==> src/rtl/scan_sel_gen.sv <==
// Scan controller for a 3-to-8 active-low decoder: one digit at a time with a dead gap,
// plus a tear-free eight-digit display register committed only at frame boundaries or in idle.
module scan_sel_gen #(
  parameter int DIV     = 4,
  parameter int NDIGITS = 8
) (
  input  logic        clk,
  input  logic        rst_n,
  input  logic        en,
  input  logic        wr_req,
  input  logic [31:0] wr_data,
  output logic        wr_ack,
  output logic        A,
  output logic        B,
  output logic        C,
  output logic        G1,
  output logic        G2A,
  output logic        G3A,
  output logic [3:0]  seg_data,
  output logic        frame_start
);

  localparam logic [1:0] ST_IDLE = 2'd0;
  localparam logic [1:0] ST_SHOW = 2'd1;
  localparam logic [1:0] ST_GAP  = 2'd2;

  localparam logic [2:0] LAST_SEL   = 3'(NDIGITS - 1);
  localparam logic [7:0] LAST_PRESC = 8'(DIV - 1);

  logic [1:0]  state_q, state_d;
  logic [2:0]  sel_q, sel_d;
  logic [7:0]  presc_q, presc_d;
  logic [31:0] disp_q, disp_d;
  logic [31:0] pend_q, pend_d;
  logic        pend_vld_q, pend_vld_d;
  logic        g1_q, g1_d;
  logic [3:0]  seg_q, seg_d;
  logic        wr_ack_q, wr_ack_d;
  logic        frame_start_q, frame_start_d;

  logic        commit;
  logic [2:0]  sel_next;
  logic [4:0]  nib_lsb;

  always_comb begin
    // NOTE: every signal assigned here gets a default first, so no path can infer a latch.
    state_d       = state_q;
    sel_d         = sel_q;
    presc_d       = presc_q;
    disp_d        = disp_q;
    pend_d        = pend_q;
    pend_vld_d    = pend_vld_q;
    wr_ack_d      = 1'b0;
    commit        = 1'b0;
    sel_next      = (sel_q == LAST_SEL) ? 3'd0 : sel_q + 3'd1;

    case (state_q)
      ST_IDLE: begin
        sel_d  = 3'd0;
        commit = pend_vld_q;
        if (en) begin
          state_d = ST_SHOW;
          presc_d = 8'd0;
        end
      end
      ST_SHOW: begin
        if (presc_q == LAST_PRESC) state_d = ST_GAP;
        else                       presc_d = presc_q + 8'd1;
      end
      ST_GAP: begin
        // A frame boundary is the only point where running data may be swapped.
        commit = (sel_next == 3'd0) && pend_vld_q;
        if (en) begin
          state_d = ST_SHOW;
          sel_d   = sel_next;
          presc_d = 8'd0;
        end else begin
          state_d = ST_IDLE;
          sel_d   = 3'd0;
        end
      end
      default: begin
        state_d = ST_IDLE;
        sel_d   = 3'd0;
      end
    endcase

    if (commit) begin
      disp_d     = pend_q;
      wr_ack_d   = 1'b1;
      pend_vld_d = 1'b0;
    end
    // A write in the commit cycle survives as the next pending word.
    if (wr_req) begin
      pend_d     = wr_data;
      pend_vld_d = 1'b1;
    end

    g1_d          = (state_d == ST_SHOW);
    frame_start_d = (state_d == ST_SHOW) && (state_q != ST_SHOW) && (sel_d == 3'd0);
    nib_lsb       = {sel_d, 2'b00};
    seg_d         = disp_d[nib_lsb +: 4];
  end

  // NOTE: state uses non-blocking assignments so every register samples pre-edge values.
  always_ff @(posedge clk or negedge rst_n) begin
    if (!rst_n) begin
      state_q       <= ST_IDLE;
      sel_q         <= 3'd0;
      presc_q       <= 8'd0;
      disp_q        <= 32'd0;
      pend_q        <= 32'd0;
      pend_vld_q    <= 1'b0;
      g1_q          <= 1'b0;
      seg_q         <= 4'd0;
      wr_ack_q      <= 1'b0;
      frame_start_q <= 1'b0;
    end else begin
      state_q       <= state_d;
      sel_q         <= sel_d;
      presc_q       <= presc_d;
      disp_q        <= disp_d;
      pend_q        <= pend_d;
      pend_vld_q    <= pend_vld_d;
      g1_q          <= g1_d;
      seg_q         <= seg_d;
      wr_ack_q      <= wr_ack_d;
      frame_start_q <= frame_start_d;
    end
  end

  assign A           = sel_q[0];
  assign B           = sel_q[1];
  assign C           = sel_q[2];
  assign G1          = g1_q;
  assign G2A         = ~g1_q;
  assign G3A         = ~g1_q;
  assign seg_data    = seg_q;
  assign wr_ack      = wr_ack_q;
  assign frame_start = frame_start_q;

endmodule

==> config.mk <==
export PLATFORM = sky130hd
export DESIGN_NAME = scan_sel_gen
export DESIGN_NICKNAME = d
export VERILOG_FILES = /design/src/rtl/scan_sel_gen.sv
export SDC_FILE = /design/constraint.sdc
export NUM_CORES = 1
export LEC_CHECK = 0
export ABC_AREA = 1
export CAP_MARGIN = 20
export CORE_UTILIZATION = 55
export CTS_BUF_LIST = sky130_fd_sc_hd__clkbuf_16
export DETAILED_ROUTE_END_ITERATION = 16
export DONT_BUFFER_PORTS = 1
export GPL_ROUTABILITY_DRIVEN = 0
export PLACE_DENSITY = 0.73
export SLEW_MARGIN = 20
export SYNTH_ARGS = -nofsm -noshare
export SYNTH_HDL_FRONTEND = slang
export SYNTH_SLANG_ARGS = --single-unit
==> constraint.sdc <==
create_clock -name clk -period 1.7 [get_ports clk]
set_clock_uncertainty 0.1 [all_clocks]
set_input_delay 0.34 -clock clk [delete_from_list [all_inputs] [get_ports clk]]
set_output_delay 0.34 -clock clk [all_outputs]
set_load 0.02 [all_outputs]
==> flow_metrics.tcl <==
set metrics [dict create \
    fin_ws_ns -0.08093 \
    yosys.area_share.adder_pct 2.525 \
    synth_top_flop_cell "dfrtp_1" \
    fin_crit_ns 1.781 \
    max_slew_margin_pct 73.62 \
    ys_warn_count 0 \
    whs_ns -0.4043 \
    placed_cells 604 \
    root_buffer "clkbuf_16" \
    finalMaxSlewViolations 0 \
    ir_worst_vdd_mv 0.5983 \
    synth_top_area_share_pct 53.66 \
    ios 48 \
    cp-end-kind "flip-flop" \
    synth.top_cells.by_count "188 x nand2_1, 85 x dfrtp_1, 59 x nand3_1" \
    path_max_fanout 12 \
    ys_async_sr_fraction_pct 100.0 \
    status "complete, but fails checks" \
    cts_tree "built" \
    synth_fp_nets 531 \
    core.rowCount 30 \
    synthSimpleGateAreaFrac_pct 30.30 \
    cts.sinks 85 \
    syn_avg_cell_area_um2 8.139 \
    chipWidth_um 86.90 \
    grt_start_max_net_pins 86 \
    required_ns 1.87 \
    placed_area_um2 4424 \
    final_layout_size_suffix_gt1_share_pct 18.32 \
    path_class "flip-flop to flip-flop" \
    synth_compound_area_share_pct 4.640 \
    powerDensity_nw_per_um2 899.8 \
    wl_um 8522 \
    die_h_um 86.90 \
    violations "hold timing, setup timing" \
    numPortBuffers 0 \
    via_per_inst 5.140 \
    clockBufferDepth 2 \
    synth_xor_area_share_pct 0.6629 \
    post-cts-setup-buffers 0 \
    worstReg2RegEnd "seg_data[2]$_DFF_PN0_" \
    synthMuxAreaShare_pct 0 \
    r2r_slack_ns -0.08 \
    worstMarginPinSlew_ns 0.3933 \
    grt.overflow.total 0 \
    clock_latency_ns 0.33 \
    dp_hpwl_um 5803 \
    grt_pass1_wl_um 14380 \
    fin_area_um2 4865 \
    grt_usage_pct 24.94 \
    fp.dieArea_um2 7551 \
    start_util_pct 57.70 \
    synth.area.top_cells "dfrtp_1 54%, nand2_1 18%, nand3_1 7.4%, inv_1 5.1%, o21ai_0 3.4%" \
    cp.arrival_ns 1.95 \
    antenna_found_initial 0 \
    yosysUniqueCellTypes 25 \
    nets 563 \
    period_share_pct 104.8 \
    cts-buffers-inserted 9 \
    drcViolationCount 0 \
    r2r-start "state_q[1]$_DFF_PN0_" \
    vias 3187 \
    first_pass_iters 5 \
    grt_pass1_vias 3161 \
    synth_top_family_by_area "simple AND/OR/NAND/NOR gates" \
    cts.clk_slew.worst_paths_ns 0.06 \
    ys_ff_latch 85 \
    synth_edf_count 0 \
    rsz0062_at_grt "true" \
    drt_iter0_markers 214 \
    total_power_mw 4.377 \
    yosys.area.top_type "dfrtp_1" \
    setup_viol 4 \
    drv_cap 0 \
    fmax_mhz 561.5 \
    critPathLaunchType "flip-flop" \
    p_leak_nw 2.748 \
    detail-route-antenna-nets 0 \
    syn_to_final_growth_pct 22.73 \
    rr_worst_depth 11 \
    avgRoutedWirePerCell_um 13.75 \
    htreeDepth 3 \
    final_hold_viol_count 85 \
    syn_area_um2 3964 \
    min_path_type "input pin to async pin" \
    core-area_um2 6869 \
    yosysSeqAreaShare_pct 53.66 \
    n_antenna_cell 0 \
    syn_inst 487 \
    synth_most_common_cell "nand2_1" \
    stdcell_count 620 \
]
power breakdown:
group          switching, mW  leakage (nW)  total [mW]  internal (mW)
Sequential            0.0289          1.09        2.12           2.09
Clock                  0.751         0.172        2.17           1.42
Combinational         0.0552          1.49      0.0875         0.0323
flip-flops by register name, summed over array words and instances (netlist names):
signal	cells
sel_q	3
state_q	2
presc_q	8
frame_start	1
disp_q	32
pend_vld_q	1
G1	1
wr_ack	1
pend_q	32
seg_data	4
worst max-delay path, cell delays in order (launching register included):
cell and delay, ns:
dfrtp_1 0.43, inv_2 0.10, ha_4 0.29, inv_2 0.04
a21oi_4 0.13, nand2_4 0.12, buf_12 0.17, nand3_2 0.06
nand3_1 0.07, nand2_1 0.07, nand2_1 0.05, nand2_1 0.09
area by class of cell:
cell class | instances | area, um2
inverter | 59 | 234.0
fill | 543 | 2004
tap | 96 | 120.1
timing repair buffer | 40 | 362.8
clock inverter | 7 | 107.6
clock buffer | 9 | 225.2
sequential | 85 | 2131
multi-input combinational | 324 | 1684
worst max-delay path by stage:
stage                                     from                    end  slack, ns  cells after the start
after floorplan             sel_q[0]$_DFF_PN0_  seg_data[2]$_DFF_PN0_     -0.002                     13
after global placement      sel_q[1]$_DFF_PN0_  seg_data[2]$_DFF_PN0_      -0.08                     11
after detailed placement    sel_q[1]$_DFF_PN0_  seg_data[1]$_DFF_PN0_      -0.12                     11
after CTS                   sel_q[1]$_DFF_PN0_  seg_data[1]$_DFF_PN0_      -0.08                     11
after global routing      state_q[0]$_DFF_PN0_  seg_data[1]$_DFF_PN0_      -0.19                     12
final                     state_q[1]$_DFF_PN0_  seg_data[2]$_DFF_PN0_      -0.08                     11
through the flow:
stage	setup TNS [ns]	setup slack, ns	utilization (%)
2_1_floorplan	-0.002621	-0.001825	-
3_3_place_gp	-0.2537	-0.08430	64.41
3_5_place_dp	-0.4035	-0.1154	64.41
4_1_cts	-0.2676	-0.07726	70.09
5_1_grt	-0.9133	-0.1870	70.82
6_report	-0.2619	-0.08093	70.82
metal layers:
metal	track usage (%)	vias to the layer above	routed length (um)
met5	0	-	0
met4	10.00	0	133
met3	3.981	15	336
met2	39.44	73	4105
met1	34.60	1519	3946
li1	-	1580	-
what timing repair did:
item                                    in CTS  in global routing
endpoints found under the hold margin       85                 85
resized for setup                           13                 13
endpoints found under the setup margin       5                 10
pin swaps                                    1                  0
logic make-up after synthesis:
family / after synthesis
AND/OR/NAND/NOR: 278
AO/OA/AOI/OAI: 35
XOR/XNOR: 3
adder cells (fa/ha/maj): 8
buffers and inverters: 78
flip-flops: 85
cell usage in the layout (no fill, tap or decap):
cell type / Yosys / routed
nor2_1: 9 / 9
inv_4: 1 / 2
buf_4: 4 / 35
ha_2: 0 / 1
a21oi_2: 1 / 1
nand2_4: 2 / 4
nand3_4: 0 / 1
nand2_1: 188 / 182
inv_8: 0 / 1
ha_4: 0 / 6
clkinv_1: 1 / 1
o21ai_2: 0 / 3
nand4_1: 1 / 1
inv_1: 54 / 52
clkbuf_16: 0 / 9
nor3_1: 2 / 2
xor2_1: 3 / 3
buf_12: 0 / 5
o31ai_1: 2 / 2
o21ai_0: 27 / 27
nand3_2: 1 / 8
ha_1: 8 / 1
a21oi_1: 2 / 1
dfrtp_1: 85 / 82
inv_2: 3 / 5
nand3_1: 59 / 51
dfrtp_2: 0 / 3
bufinv_16: 0 / 3
clkinv_2: 0 / 2
a21oi_4: 0 / 1
nand2_2: 2 / 6
nand3b_1: 14 / 14
Power figures use the tool's default switching activity.
